## src/rtl/ula_pkg.sv

```systemverilog
// rtl/ula_pkg.sv - shared widths, FSM state encoding and command record for the ULA controller
package ula_pkg;

  localparam int LARGURA = 6;
  localparam int N_REGS  = 4;
  localparam int IDX_W   = $clog2(N_REGS);
  localparam int OP_W    = 4;

  typedef enum logic [1:0] {
    OCIOSO    = 2'd0,
    OPERANDOS = 2'd1,
    CAPTURA   = 2'd2,
    RESPOSTA  = 2'd3
  } estado_t;

  typedef struct packed {
    logic [OP_W-1:0]  op;
    logic [IDX_W-1:0] dest;
    logic [IDX_W-1:0] src_a;
    logic [IDX_W-1:0] src_b;
  } comando_t;

endpackage

```

## src/rtl/ula_banco_regs.sv

```systemverilog
// rtl/ula_banco_regs.sv - register file, one write port, two combinational read ports, sync reset
module ula_banco_regs #(
  parameter int LARGURA = 6,
  parameter int N_REGS  = 4,
  parameter int IW      = $clog2(N_REGS)
) (
  input  logic               clk,
  input  logic               reset,
  input  logic               we,
  input  logic [IW-1:0]      waddr,
  input  logic [LARGURA-1:0] wdata,
  input  logic [IW-1:0]      raddr_a,
  input  logic [IW-1:0]      raddr_b,
  output logic [LARGURA-1:0] rdata_a,
  output logic [LARGURA-1:0] rdata_b
);

  logic [LARGURA-1:0] regs [N_REGS];

  always_ff @(posedge clk) begin
    if (reset) begin
      for (int i = 0; i < N_REGS; i++) begin
        regs[i] <= '0;
      end
    end else if (we) begin
      regs[waddr] <= wdata;
    end
  end

  assign rdata_a = regs[raddr_a];
  assign rdata_b = regs[raddr_b];

endmodule

```

## src/rtl/ula_controlador.sv

```systemverilog
// rtl/ula_controlador.sv - sequences one ULA operation per command: fetch operands, drive ULA, capture, hand off result
module ula_controlador #(
  parameter int LARGURA = 6,
  parameter int N_REGS  = 4
) (
  input  logic                       Clock,
  input  logic                       Reset,
  input  logic                       Cmd_valido,
  output logic                       Cmd_pronto,
  input  logic [3:0]                 Cmd_op,
  input  logic [$clog2(N_REGS)-1:0]  Cmd_dest,
  input  logic [$clog2(N_REGS)-1:0]  Cmd_srcA,
  input  logic [$clog2(N_REGS)-1:0]  Cmd_srcB,
  input  logic                       Carga_valida,
  input  logic [$clog2(N_REGS)-1:0]  Carga_end,
  input  logic [LARGURA-1:0]         Carga_dado,
  output logic [LARGURA-1:0]         ULA_A,
  output logic [LARGURA-1:0]         ULA_B,
  output logic [3:0]                 ULA_Sel,
  input  logic [LARGURA-1:0]         ULA_O,
  input  logic                       ULA_Overflow,
  input  logic                       ULA_Zero,
  output logic                       Res_valido,
  input  logic                       Res_pronto,
  output logic [LARGURA-1:0]         Res_dado,
  output logic                       Res_overflow,
  output logic                       Res_zero,
  output logic                       Ocupado
);

  import ula_pkg::*;

  localparam int IW = $clog2(N_REGS);

  estado_t            estado, prox_estado;
  comando_t           cmd_in;
  logic               aceita, captura;
  logic [IW-1:0]      dest_q;
  logic               rf_we;
  logic [IW-1:0]      rf_waddr;
  logic [LARGURA-1:0] rf_wdata, rd_a, rd_b;

  assign cmd_in = '{op: Cmd_op, dest: Cmd_dest, src_a: Cmd_srcA, src_b: Cmd_srcB};

  always_ff @(posedge Clock) begin
    if (Reset) begin
      estado <= OCIOSO;
    end else begin
      estado <= prox_estado;
    end
  end

  always_comb begin
    prox_estado = estado;
    aceita      = 1'b0;
    captura     = 1'b0;
    case (estado)
      OCIOSO: begin
        if (Cmd_valido) begin
          aceita      = 1'b1;
          prox_estado = OPERANDOS;
        end
      end
      OPERANDOS: prox_estado = CAPTURA;
      CAPTURA: begin
        captura     = 1'b1;
        prox_estado = RESPOSTA;
      end
      RESPOSTA: begin
        if (Res_pronto) begin
          prox_estado = OCIOSO;
        end
      end
      default: prox_estado = OCIOSO;
    endcase
  end

  // Operands are latched straight into the ULA-facing registers at acceptance,
  // so they are valid throughout OPERANDOS/CAPTURA and simply hold afterwards.
  always_ff @(posedge Clock) begin
    if (Reset) begin
      ULA_A        <= '0;
      ULA_B        <= '0;
      ULA_Sel      <= '0;
      dest_q       <= '0;
      Res_dado     <= '0;
      Res_overflow <= 1'b0;
      Res_zero     <= 1'b0;
    end else begin
      if (aceita) begin
        ULA_A   <= rd_a;
        ULA_B   <= rd_b;
        ULA_Sel <= cmd_in.op;
        dest_q  <= cmd_in.dest;
      end
      if (captura) begin
        Res_dado     <= ULA_O;
        Res_overflow <= ULA_Overflow;
        Res_zero     <= ULA_Zero;
      end
    end
  end

  // Loads and result write-back live in disjoint states, so one write port suffices.
  always_comb begin
    rf_we    = 1'b0;
    rf_waddr = Carga_end;
    rf_wdata = Carga_dado;
    if (captura) begin
      rf_we    = 1'b1;
      rf_waddr = dest_q;
      rf_wdata = ULA_O;
    end else if (estado == OCIOSO && Carga_valida) begin
      rf_we = 1'b1;
    end
  end

  ula_banco_regs #(
    .LARGURA (LARGURA),
    .N_REGS  (N_REGS),
    .IW      (IW)
  ) u_banco (
    .clk     (Clock),
    .reset   (Reset),
    .we      (rf_we),
    .waddr   (rf_waddr),
    .wdata   (rf_wdata),
    .raddr_a (cmd_in.src_a),
    .raddr_b (cmd_in.src_b),
    .rdata_a (rd_a),
    .rdata_b (rd_b)
  );

  assign Cmd_pronto = (estado == OCIOSO);
  assign Ocupado    = (estado != OCIOSO);
  assign Res_valido = (estado == RESPOSTA);

endmodule

```

## config.mk

```make
export PLATFORM = sky130hd
export DESIGN_NAME = ula_controlador
export DESIGN_NICKNAME = d
export VERILOG_FILES = /design/src/rtl/ula_pkg.sv /design/src/rtl/ula_banco_regs.sv /design/src/rtl/ula_controlador.sv
export SDC_FILE = /design/constraint.sdc
export NUM_CORES = 1
export LEC_CHECK = 0
export ABC_AREA = 1
export BUFFER_PORTS_ARGS = -buffer_cell sky130_fd_sc_hd__clkbuf_2
export CORE_MARGIN = 4
export CORE_UTILIZATION = 26
export DETAILED_ROUTE_END_ITERATION = 8
export GPL_ROUTABILITY_DRIVEN = 0
export PLACE_DENSITY = 0.53
export SYNTH_ARGS = -nofsm -noshare
export SYNTH_HDL_FRONTEND = slang
export SYNTH_SLANG_ARGS = --single-unit
```

## constraint.sdc

```tcl
create_clock -name Clock -period 2.2 [get_ports Clock]
set_clock_uncertainty 0.15 [all_clocks]
set_input_delay 0.22 -clock Clock [delete_from_list [all_inputs] [get_ports Clock]]
set_output_delay 0.22 -clock Clock [all_outputs]
set_load 0.01 [all_outputs]
```

==> results.toml, run 1 <==
[clock_tree]
cts_tree = "built"
htree_levels = 2
cts_buffers = 5
clock-sinks = 52
cts_root_buffer = "clkbuf_8"
clock_latency_ns = 0.30
post-cts-setup-buffers = 0
cts.reportedPaths.clkPinSlew_ns = 0.09
cts_buffer_depth = 2

[yosys]
synth_seq_area_share_pct = 53.7
yosys.area.top_type_share_pct = 30.2
syn_inst = 297
syn_avg_cell_area_um2 = 8.03
ys_warn_count = 0
synth_largest_area_cell = "edfxtp_1"
synthesis.area_um2 = 2390
synth.ff_latch_count = 52
synth_nets = 332
yosysUniqueCellTypes = 19
synth_area_leaders = "edfxtp_1 (30%), dfxtp_1 (23%), nand2_1 (15%), nor2_1 (6.0%), nand3_1 (5.5%)"

[layout]
multi_input_comb_area_um2 = 970
seq_area_um2 = 1280
syn_to_final_growth_pct = 20.9
antenna_cells = 0
final_cell_mix = "nand2_1 (97), clkbuf_2 (57), nor2_1 (38)"
layout_commonest_cell = "nand2_1"
fillers = 949
drive_gt1_share_pct = 22.1
fin_cells = 466
nets = 392

[global_route]
grt_max_degree = 31
globalRouteOverflowTotal = 0
first_global_vias = 2118
grt_pass1_wl_mm = 9.95
grt.total_usage_pct = 11.0
antenna_found_initial = 0

[timing]
worst_slew_pin_slew_ns = 0.658
relSlewSlack_pct = 55.8
tns_ns = 0
rsz0062_at_grt = "false"
report.final.slew_viol_count = 0
postLayoutSetupSlackWorst_ns = 0.142
fin_crit_sh_pct = 93.5
setup_viol = 0
hold_viol = 0
fin_crit_ns = 2.06
clock.fmax_mhz = 486
hold_slack_ns = 0.00877

[placement]
dp_slack_ns = 0.162
port_buffers = 57
dp_hpwl_mm = 4.49
placed_cells = 457

[job]
maxCapViolCount = 0

[setup_path]
worstPathRequired_ns = 2.09
crit_path_end_kind = "flip-flop"
path_max_fanout = 8
crit_type = "reg -> reg"
worstPathArrival_ns = 1.95
start_kind = "flip-flop"

[floorplan]
die_y_um = 104
initial_core_util_pct = 27.1
rows = 34
die_w_um = 104
dieArea_um2 = 10800
io_pins = 58
core_area_um2 = 8810

[routing]
drc = 0
vias = 2103
firstDrtPassIters = 4
viasPerCell = 4.51
antenna_left = 0
drt-total-wl_mm = 5.81
drtIter0Drc = 110
post_drt_wl_per_cell_um = 12.5

[power_and_ir_drop]
p_leak_nw = 1.33
peakVddDrop_mv = 0.468
p_per_area_nw_per_um2 = 1030

[min_path]
min_path_type = "in -> reg"

[status]
status = "completed"
layer usage:
| layer | wire length (um) | track usage [%] | up-vias |
|---|---|---|---|
| met5 | 0 | 0 | - |
| met4 | 85 | 3.13 | 0 |
| met3 | 367 | 2.86 | 8 |
| met2 | 2480 | 17.5 | 78 |
| met1 | 2880 | 14.9 | 938 |
| li1 | - | - | 1079 |
critical path: stages (launching register included):
cell,delay (ns)
dfxtp_1,0.36
inv_1,0.09
ha_1,0.27
buf_4,0.19
nand2_1,0.08
a21boi_0,0.55
nor2_1,0.11
report_power, final:
part	total (mW)	leakage, nW	switching [mW]	internal, mW
sequential	1.38	0.480	0.123	1.26
clock	0.540	0.0378	0.319	0.220
combinational	1.05	0.810	0.665	0.387
total	2.97	1.33	1.11	1.86
stage by stage:
stage                     instance area, um2  power, mW  util, %
final                                   2890       2.97     32.8
after global routing                    2890       3.20     32.8
after CTS                               2890       3.01     32.8
after detailed placement                2790       2.47     31.7
after global placement                  2790       2.45     31.7
after floorplan                         2390       2.07        -
kinds of logic (layout without fill, tap and decap cells):
family / count (synthesis) / after routing / share of synthesized area, %
AO/OA/AOI/OAI: 44 / 44 / 9.70
AND/OR/NAND/NOR: 168 / 168 / 28.8
adder cells (fa/ha/maj): 4 / 4 / 2.10
flip-flops: 52 / 52 / 53.7
buffers and inverters: 29 / 90 / 5.66
final cells by class:
cell class | instances | area share [%]
flip-flops and latches | 52 | 44.4
multi-input cells | 216 | 33.6
repair buffers | 65 | 12.1
well taps | 108 | 4.68
clock buffers | 5 | 2.39
inverters | 17 | 2.21
clock inverters | 3 | 0.650
repair_timing:
item,4_1_cts,5_1_grt
hold buffers,1,0
endpoints found under the hold margin,1,0
gates resized for setup,0,0
flip-flops by register name (all words and copies together) (netlist names):
register	cells
estado	2
dest_q	2
u_banco.regs	24
Res_overflow	1
ULA_A	6
ULA_Sel	4
ULA_B	6
Res_zero	1
Res_dado	6
synthesized netlist by cell type:
master     n
buf_6      1
edfxtp_1  24
nand2_2    4
inv_1     16
a21oi_1   19
nor2_4     1
nand3_1   26
nor3_1     1
nor2_1    38
o21ai_0   21
a21oi_2    1
inv_2      1
a21boi_0   3
ha_1       4
buf_4      2
nand3_2    1
dfxtp_1   28
buf_2      9
nand2_1   97
final timing paths:
path	startpoint	slack (ns)	depth (start not counted)	end
hold reg to reg	Res_dado[4]$_SDFFE_PP0P_	0.32	2	Res_dado[4]$_SDFFE_PP0P_
hold / removal	ULA_Zero	0.009	3	Res_zero$_SDFFE_PP0P_
setup / recovery	estado[0]$_SDFFE_PP0P_	0.14	6	u_banco.regs[1][4]$_SDFFCE_PN0P_
setup reg to reg	estado[0]$_SDFFE_PP0P_	0.14	6	u_banco.regs[1][4]$_SDFFCE_PN0P_
Power figures use the tool's default switching activity.
==> run 2, diff against run 1 <==
--- a/config.mk
+++ b/config.mk
@@ -12,6 +12,7 @@
 export DETAILED_ROUTE_END_ITERATION = 8
 export GPL_ROUTABILITY_DRIVEN = 0
 export PLACE_DENSITY = 0.53
+export REMOVE_ABC_BUFFERS = 1
 export SYNTH_ARGS = -nofsm -noshare
 export SYNTH_HDL_FRONTEND = slang
 export SYNTH_SLANG_ARGS = --single-unit
==> run 2 against run 1 <==
Global-route usage shrank 0.17 points. Combinational power grew 4%. Wire length grew 1.2%. Register-to-register slack gained 0.11 ns. Worst hold slack is essentially flat. Critical endpoint is now u_banco.regs[1][0]$_SDFFCE_PN0P_. First-iteration DRC count shrank 10%. Fmax grew 5.5%. Critical path depth is the same. Clock-buffer cell count is the same. Critical path type unchanged. Highest routed layer unchanged. Sequential share of layout area shrank 0.98 points. Die area is the same. Largest cell class unchanged. Sequential power is essentially flat. Largest power group unchanged.
==> results.toml, run 2 (synthesis gave the netlist of run 1 again) <==
[clock_tree]
cts.reportedPaths.clkPinSlew_ns = 0.10
cts_buffers = 5
cts_repair_resize_count = 0
postCtsHoldBufs = 6
cts_buffer_depth = 2
cts_tree = "built"
post-cts-setup-buffers = 0
clock_latency_ns = 0.31
htree_levels = 2
clock-sinks = 52
cts_root_buffer = "clkbuf_8"

[timing]
clock.fmax_mhz = 513
tns_ns = 0
rsz0062_at_grt = "false"
fin_crit_ns = 1.95
worst_slew_pin_slew_ns = 0.377
report.final.slew_viol_count = 0
hold_viol = 0
relSlewSlack_pct = 74.6
setup_viol = 0
postLayoutSetupSlackWorst_ns = 0.249
hold_slack_ns = 0.00842
fin_crit_sh_pct = 88.7

[global_route]
met1_usage_pct = 14.7
use_met2_pct = 16.8
grt.busiest_layer = "met2"
grt_max_degree = 27
antenna_found_initial = 0
grt_pass1_wl_mm = 9.62
first_global_vias = 2027
grt.total_usage_pct = 10.9
globalRouteOverflowTotal = 0
grt.met3_usage_pct = 3.86

[setup_path]
cp_slowest_cell = "o21ai_0"
crit_buf_inv = 2
worstPathArrival_ns = 1.84
start_kind = "flip-flop"
path_max_fanout = 7
crit_type = "reg -> reg"
cp_cell_sequence = "inv_1, ha_1, o21ai_0, inv_1, nand3_2, nand2_1"
worstPathRequired_ns = 2.09
cpMostUsedCell = "inv_1"
max_stage_delay_ns = 0.36
critPathTopFamily = "compound AO/OA/AOI/OAI gates"
crit_path_end_kind = "flip-flop"

[floorplan]
initial_core_util_pct = 27.1
core_area_um2 = 8810
rows = 34
dieArea_um2 = 10800
die_w_um = 104
io_pins = 58
die_y_um = 104

[layout]
final_cell_mix = "nand2_1 (97), clkbuf_2 (57), nor2_1 (38)"
antenna_cells = 0
fillers = 936
regMostFlops = "u_banco.regs"
layout_commonest_cell = "nand2_1"
fin_cells = 471
drive_gt1_share_pct = 22.0
nets = 397
largest_reg_flops = 24
syn_to_final_growth_pct = 23.6

[power_and_ir_drop]
p_per_area_nw_per_um2 = 1030
p_total_mw = 3.04
peakVddDrop_mv = 0.472
p_leak_nw = 1.36

[routing]
drt-total-wl_mm = 5.88
firstDrtPassIters = 4
viasPerCell = 4.49
vias = 2116
drc = 0
antenna_left = 0
post_drt_wl_per_cell_um = 12.5
drtIter0Drc = 99

[status]
status = "completed"

[job]
maxCapViolCount = 0

[placement]
dp_hpwl_mm = 4.45
dp_slack_ns = 0.257
placed_cells = 457
port_buffers = 57

[min_path]
min_path_type = "in -> reg"
==> run 2: cell count changes in the layout (fill, tap and decap cells not counted), sizes merged <==
cell and delta:
inv +1, dlygate4sd3 +5, clkinvlp -1
==> run 2: worst register-to-register path, delay by kind of cell (launching register included) <==
family | cells | cell delay (ns)
DFF | 1 | 0.34
buffers and inverters | 2 | 0.23
and+or+nand+nor | 2 | 0.33
AOI/OAI and AO/OA | 1 | 0.36
adders and majority gates | 1 | 0.27
==> run 2: per-stage QoR <==
| stage | util (%) | instance area (um2) |
|---|---|---|
| floorplan | - | 2310 |
| detailed placement | 31.8 | 2800 |
| finish | 33.5 | 2950 |
| CTS | 33.5 | 2950 |
| global placement | 31.8 | 2800 |
| global route | 33.5 | 2950 |
==> run 2: where the power goes <==
group          total [mW]  switching, mW  internal (mW)
clock network       0.571          0.344          0.227
logic                1.09          0.674          0.415
registers            1.38          0.122           1.26
==> run 2: cell type report <==
cell class	instances	area (um2)	area share [%]
clock buffer	5	68.8	2.33
clock inverter	3	21.3	0.721
tap	108	135	4.58
inverter	17	63.8	2.16
timing repair buffer	70	410	13.9
multi-input combinational	216	970	32.9
sequential	52	1280	43.4
==> run 2: layer usage <==
metal  part of all wire (%)  wire, um
met1                     48      2800
met2                     43      2540
met3                    8.0       471
met4                    1.1        64
met5                      0         0
==> run 2: final timing paths <==
path | from | to | slack, ns | depth (start not counted)
worst max-delay path | estado[0]$_SDFFE_PP0P_ | u_banco.regs[1][0]$_SDFFCE_PN0P_ | 0.25 | 6
worst min-delay path | Cmd_op[1] | ULA_Sel[1]$_SDFFE_PP0P_ | 0.008 | 3
worst max register to register | estado[0]$_SDFFE_PP0P_ | u_banco.regs[1][0]$_SDFFCE_PN0P_ | 0.25 | 6
worst min register to register | Res_dado[2]$_SDFFE_PP0P_ | Res_dado[2]$_SDFFE_PP0P_ | 0.32 | 2
